File: config.mk
export PLATFORM = sky130hd
export DESIGN_NAME = muldiv_hilo
export DESIGN_NICKNAME = d
export VERILOG_FILES = /design/src/rtl/muldiv_hilo.sv
export SDC_FILE = /design/constraint.sdc
export NUM_CORES = 1
export LEC_CHECK = 0
export BUFFER_PORTS_ARGS = -buffer_cell sky130_fd_sc_hd__buf_2
export CORE_UTILIZATION = 40
export DETAILED_ROUTE_END_ITERATION = 8
export PLACE_DENSITY = 0.68
export SYNTH_ARGS = -nofsm -noshare
export SYNTH_HDL_FRONTEND = slang
export SYNTH_SLANG_ARGS = --single-unit
export TNS_END_PERCENT = 5
File: constraint.sdc
create_clock -name clk -period 3.3 [get_ports clk]
set_input_delay 0.66 -clock clk [delete_from_list [all_inputs] [get_ports clk]]
set_output_delay 0.66 -clock clk [all_outputs]
set_load 0.01 [all_outputs]
File: src/rtl/muldiv_hilo.sv
// muldiv_hilo: iterative 33-cycle MULT/MULTU/DIV/DIVU unit owning the HI/LO pair.
// Magnitudes are iterated unsigned for WIDTH cycles; signs are applied in the FIX cycle.
module muldiv_hilo #(
    parameter int WIDTH = 32
) (
    input  logic             clk,
    input  logic             rst_n,
    input  logic             start,
    input  logic [1:0]       op,
    input  logic [WIDTH-1:0] A,
    input  logic [WIDTH-1:0] B,
    input  logic             mthi,
    input  logic             mtlo,
    input  logic [WIDTH-1:0] wdata,
    output logic             busy,
    output logic             done,
    output logic [WIDTH-1:0] hi,
    output logic [WIDTH-1:0] lo
);
    localparam int CW = $clog2(WIDTH);
    typedef enum logic [1:0] {IDLE, RUN, FIX} state_e;
    state_e               state_q, state_d;
    logic [CW-1:0]        cnt_q, cnt_d;
    logic                 div_q, div_d, neg_q, neg_d, sa_q, sa_d, bz_q, bz_d, done_q, done_d;
    logic [WIDTH-1:0]     m_q, m_d, a_q, a_d, hi_q, hi_d, lo_q, lo_d;
    logic [2*WIDTH-1:0]   acc_q, acc_d, prod;
    logic                 a_neg, b_neg, fits;
    logic [WIDTH-1:0]     a_mag, b_mag, trial, quo, rem;
    logic [WIDTH:0]       add_sum;
    always_comb begin
        a_neg   = ~op[0] & A[WIDTH-1];
        b_neg   = ~op[0] & B[WIDTH-1];
        a_mag   = a_neg ? -A : A;
        b_mag   = b_neg ? -B : B;
        add_sum = {1'b0, acc_q[2*WIDTH-1:WIDTH]} + {1'b0, (acc_q[0] ? m_q : {WIDTH{1'b0}})};
        // Shifted partial remainder is WIDTH+1 bits; its top bit alone guarantees the subtract fits.
        fits    = acc_q[2*WIDTH-1] | (acc_q[2*WIDTH-2:WIDTH-1] >= m_q);
        trial   = acc_q[2*WIDTH-2:WIDTH-1] - m_q;
        prod    = neg_q ? -acc_q : acc_q;
        quo     = neg_q ? -acc_q[WIDTH-1:0] : acc_q[WIDTH-1:0];
        rem     = sa_q ? -acc_q[2*WIDTH-1:WIDTH] : acc_q[2*WIDTH-1:WIDTH];
        state_d = state_q;
        cnt_d   = cnt_q;
        div_d   = div_q;
        neg_d   = neg_q;
        sa_d    = sa_q;
        bz_d    = bz_q;
        m_d     = m_q;
        a_d     = a_q;
        acc_d   = acc_q;
        hi_d    = hi_q;
        lo_d    = lo_q;
        done_d  = 1'b0;
        case (state_q)
            IDLE: begin
                hi_d = mthi ? wdata : hi_q;
                lo_d = mtlo ? wdata : lo_q;
                if (start) begin
                    state_d = RUN;
                    cnt_d   = '0;
                    div_d   = op[1];
                    neg_d   = a_neg ^ b_neg;
                    sa_d    = a_neg;
                    bz_d    = B == '0;
                    m_d     = b_mag;
                    a_d     = A;
                    acc_d   = {{WIDTH{1'b0}}, a_mag};
                end
            end
            RUN: begin
                acc_d   = !div_q ? {add_sum, acc_q[WIDTH-1:1]} :
                          fits   ? {trial, acc_q[WIDTH-2:0], 1'b1} : {acc_q[2*WIDTH-2:0], 1'b0};
                cnt_d   = cnt_q + 1'b1;
                state_d = cnt_q == CW'(WIDTH - 1) ? FIX : RUN;
            end
            FIX: begin
                state_d = IDLE;
                done_d  = 1'b1;
                hi_d    = !div_q ? prod[2*WIDTH-1:WIDTH] : bz_q ? a_q : rem;
                lo_d    = !div_q ? prod[WIDTH-1:0] : bz_q ? {WIDTH{1'b1}} : quo;
            end
            default: state_d = IDLE;
        endcase
    end
    always_ff @(posedge clk) begin
        if (!rst_n) begin
            state_q <= IDLE;
            cnt_q   <= '0;
            div_q   <= 1'b0;
            neg_q   <= 1'b0;
            sa_q    <= 1'b0;
            bz_q    <= 1'b0;
            m_q     <= '0;
            a_q     <= '0;
            acc_q   <= '0;
            hi_q    <= '0;
            lo_q    <= '0;
            done_q  <= 1'b0;
        end else begin
            state_q <= state_d;
            cnt_q   <= cnt_d;
            div_q   <= div_d;
            neg_q   <= neg_d;
            sa_q    <= sa_d;
            bz_q    <= bz_d;
            m_q     <= m_d;
            a_q     <= a_d;
            acc_q   <= acc_d;
            hi_q    <= hi_d;
            lo_q    <= lo_d;
            done_q  <= done_d;
        end
    end
    assign busy = state_q != IDLE;
    assign done = done_q;
    assign hi   = hi_q;
    assign lo   = lo_q;
endmodule

==> summary.json <==
{
  "outcome": {"value": "complete, no violations"},
  "detailedRoute.firstPassIterationCount": {"value": 5},
  "cts_buf_count": {"value": 27},
  "post_route_minimum_period": {"value": 3.288, "unit": "ns"},
  "cp.required": {"value": 3.81, "unit": "ns"},
  "final_util": {"value": 48.75, "unit": "%"},
  "route.detailed.wl_per_inst": {"value": 21.53, "unit": "µm"},
  "path_max_fanout": {"value": 9},
  "worst_reg2reg_path_length_in_cells": {"value": 10},
  "overall_routed_net_length": {"value": 64410, "unit": "µm"},
  "detailed_place_hpwl": {"value": 49450, "unit": "µm"},
  "standard_cell_rows": {"value": 74},
  "post-cts-setup-buffers": {"value": 0},
  "report.final.hold_viol_count": {"value": 0},
  "yosys.cell_types.count": {"value": 87},
  "clock_tree_from_tritoncts": {"value": "done"},
  "top_cells_by_area_in_the_synthesized_netlist": {"value": "sky130_fd_sc_hd__dfxtp_1 25%, sky130_fd_sc_hd__nand2_1 7.4%, sky130_fd_sc_hd__xnor2_1 6.4%"},
  "ys_async_sr_fraction": {"value": 0, "unit": "%"},
  "leakage": {"value": 8.566, "unit": "nW"},
  "max-clock-path-buffers": {"value": 3},
  "rsz_0062_raised_after_global_routing": {"value": "yes"},
  "postCtsHoldBufs": {"value": 0},
  "post-synth-top-count-cell": {"value": "sky130_fd_sc_hd__nand2_1"},
  "synth_seq_area_share": {"value": 24.53, "unit": "%"},
  "drive_above_1_share": {"value": 18.79, "unit": "%"},
  "synth_cells": {"value": 2243},
  "final_min_period_over_clock_period": {"value": 99.65, "unit": "%"},
  "fin_skew": {"value": 0.02770, "unit": "ns"},
  "initial_utilization": {"value": 40.68, "unit": "%"},
  "antenna_left": {"value": 0},
  "irDropWorstVdd": {"value": 0.3463, "unit": "mV"},
  "cts.root.buffer_cell": {"value": "sky130_fd_sc_hd__clkbuf_16"},
  "mappedNetlistArea": {"value": 0.01665, "unit": "mm²"},
  "layoutNonFillerInstCount": {"value": 2992},
  "die_w": {"value": 206.0, "unit": "µm"},
  "worst-slew-pin-transition": {"value": 1.010, "unit": "ns"},
  "grt_pass1_wl": {"value": 95850, "unit": "µm"},
  "area_of_the_die": {"value": 0.04244, "unit": "mm²"},
  "min_path_cells": {"value": 3},
  "total_power_consumption": {"value": 8.119, "unit": "mW"},
  "clk_latency": {"value": 0.58, "unit": "ns"},
  "initial_antenna_violation_count": {"value": 2},
  "dominantRegCellSynth": {"value": "sky130_fd_sc_hd__dfxtp_1"},
  "die-height": {"value": 206.0, "unit": "µm"},
  "timing.final.setup_violations": {"value": 0},
  "flops_latches_synth": {"value": 204},
  "post-place-cells": {"value": 2941},
  "i_o_buffers": {"value": 168},
  "fin_nets": {"value": 2613},
  "place_congestion": {"value": 0.9923},
  "post-route-drc-count": {"value": 0},
  "fmax": {"value": 0.3041, "unit": "GHz"},
  "post-synth-top-area-fraction": {"value": 24.53, "unit": "%"},
  "synth.yosys.warnings": {"value": 0},
  "worst_slew_margin_rel": {"value": 30.94, "unit": "%"},
  "grt_overflow_total": {"value": 0},
  "routed_via_density": {"value": 5.999},
  "final_max_slew_viol_count": {"value": 0},
  "edff_count_synth": {"value": 0},
  "timing.critical_path.from_type": {"value": "register"},
  "critPathKind": {"value": "reg -> reg"},
  "maxCapViolations": {"value": 0},
  "drtIter0Drc": {"value": 1826},
  "power.density_cell_area": {"value": 407.0, "unit": "mW/mm²"},
  "synth_area_per_cell": {"value": 7.423, "unit": "µm²"},
  "num-fill-cells": {"value": 4096},
  "critical_path.endpoint_type": {"value": "register"},
  "clock_sink_count": {"value": 204},
  "synth.net_count": {"value": 2418},
  "track_usage": {"value": 29.26, "unit": "%"},
  "library_cell_occupying_the_most_area_in_the_post_synthesis_netlist": {"value": "sky130_fd_sc_hd__dfxtp_1"},
  "top_level_ports": {"value": 169},
  "synth.top_cells.by_count": {"value": "330 x sky130_fd_sc_hd__nand2_1, 204 x sky130_fd_sc_hd__dfxtp_1, 157 x sky130_fd_sc_hd__nor2_1, 150 x sky130_fd_sc_hd__o21ai_0, 146 x sky130_fd_sc_hd__clkbuf_1"},
  "area_growth_syn_to_layout": {"value": 19.82, "unit": "%"},
  "first_global_vias": {"value": 16560},
  "clkTransAtPathRegs": {"value": 0.06, "unit": "ns"},
  "routed-via-count": {"value": 17950},
  "floorplan.core_area": {"value": 0.04092, "unit": "mm²"},
  "critical_path_arrival": {"value": 3.80, "unit": "ns"},
  "cts-htree-levels": {"value": 1},
  "grt_start_max_net_pins": {"value": 144},
  "min-delay-path-class": {"value": "in -> reg"}
}
==> metrics by stage <==
| step | cell area [µm²] | worst slack (ns) | hold slack [ns] | TNS [ns] |
|---|---|---|---|---|
| after detailed placement | 18890 | 0.003074 | 0.4547 | 0 |
| after CTS | 19820 | 0.001737 | 0.3566 | 0 |
| after floorplan | 16650 | 0.2641 | 0.4403 | 0 |
| after global placement | 18890 | 0.01178 | 0.4463 | 0 |
| after global routing | 19950 | -0.08341 | 0.3737 | -0.1782 |
| final | 19950 | 0.01166 | 0.3705 | 0 |
==> placed cells by master, fill, tap and decap left out, types with 37 or more instances in the layout <==
cell                       instances
sky130_fd_sc_hd__ha_1             67
sky130_fd_sc_hd__xnor2_1         121
sky130_fd_sc_hd__nand2_1         330
sky130_fd_sc_hd__xor2_1           69
sky130_fd_sc_hd__mux2i_1          52
sky130_fd_sc_hd__nand3_1          44
sky130_fd_sc_hd__o21ai_0         147
sky130_fd_sc_hd__dfxtp_1         201
sky130_fd_sc_hd__nor2_1          151
sky130_fd_sc_hd__o221ai_1         37
sky130_fd_sc_hd__a21boi_0         72
sky130_fd_sc_hd__a21oi_1         135
sky130_fd_sc_hd__buf_4           169
sky130_fd_sc_hd__buf_2           167
sky130_fd_sc_hd__inv_1            67
sky130_fd_sc_hd__o211ai_1         55
==> area by class of cell <==
| class | instances | area [µm²] | share of cell area, % |
|---|---|---|---|
| Antenna cell | 1 | 2.502 | 0.01254 |
| Clock buffer | 37 | 783.3 | 3.926 |
| Clock inverter | 13 | 141.4 | 0.7087 |
| Inverter | 68 | 255.2 | 1.279 |
| Multi-Input combinational cell | 1795 | 11790 | 59.08 |
| Sequential cell | 204 | 4090 | 20.50 |
| Tap cell | 532 | 665.6 | 3.336 |
| Timing Repair Buffer | 342 | 2225 | 11.15 |
==> state kept, by name, indices dropped and copies added, names as in the netlist <==
register / flops
m_q: 32
state_q: 2
lo: 32
a_q: 32
acc_q: 64
bz_q: 1
done: 1
neg_q: 1
div_q: 1
cnt_q: 5
hi: 32
sa_q: 1
==> kinds of logic (layout without fill, tap and decap cells) <==
| family | count (synthesis) | after routing | synth area share, % |
|---|---|---|---|
| AOI/OAI and AO/OA | 710 | 710 | 29.09 |
| xor gates and xnor gates | 190 | 190 | 9.995 |
| buffers and inverters | 244 | 460 | 5.674 |
| other | 0 | 1 | 0 |
| DFF | 204 | 204 | 24.53 |
| adders and majority gates | 72 | 72 | 5.501 |
| muxes | 63 | 63 | 3.870 |
| and+or+nand+nor | 760 | 760 | 21.34 |
==> worst paths after layout <==
kind	from	to	slack [ns]
setup / recovery	acc_q[44]	hi[25]	0.01
hold / removal	A[13]	a_q[13]	0.37
hold reg to reg	lo[0]	lo[0]	0.46
setup reg to reg	acc_q[44]	hi[25]	0.01
==> timing repair <==
action / CTS / global route
pin swaps: 1 / 5
resized for setup: 2 / 32
setup endpoints to repair: 2 / 45
==> where the power goes <==
| group | internal, mW | total (mW) | switching [mW] |
|---|---|---|---|
| sequential | 2.62 | 2.78 | 0.156 |
| combinational | 0.924 | 2.28 | 1.35 |
| clock | 1.82 | 3.07 | 1.24 |
| total | 5.37 | 8.12 | 2.75 |
==> critical path, cell delays in order, from the launching register on <==
cell	delay [ns]
sky130_fd_sc_hd__dfxtp_1	0.33
sky130_fd_sc_hd__buf_4	0.20
sky130_fd_sc_hd__nor4_1	0.39
sky130_fd_sc_hd__nand3b_1	0.17
sky130_fd_sc_hd__or3_1	0.45
sky130_fd_sc_hd__o21ai_0	0.22
sky130_fd_sc_hd__xor2_1	0.10
sky130_fd_sc_hd__a2111oi_0	0.91
sky130_fd_sc_hd__buf_4	0.24
sky130_fd_sc_hd__a22oi_1	0.06
sky130_fd_sc_hd__a21oi_1	0.16
==> metal layers <==
layer  track usage (%)  vias up  wire length [µm]
met5                 0        -                18
li1                  -     8505                 -
met1             41.12     8477             28700
met4             10.82        4              2470
met2             43.46      834             26660
met3             6.228      129              6563
Note: power is estimated with default switching activity, not from simulation.
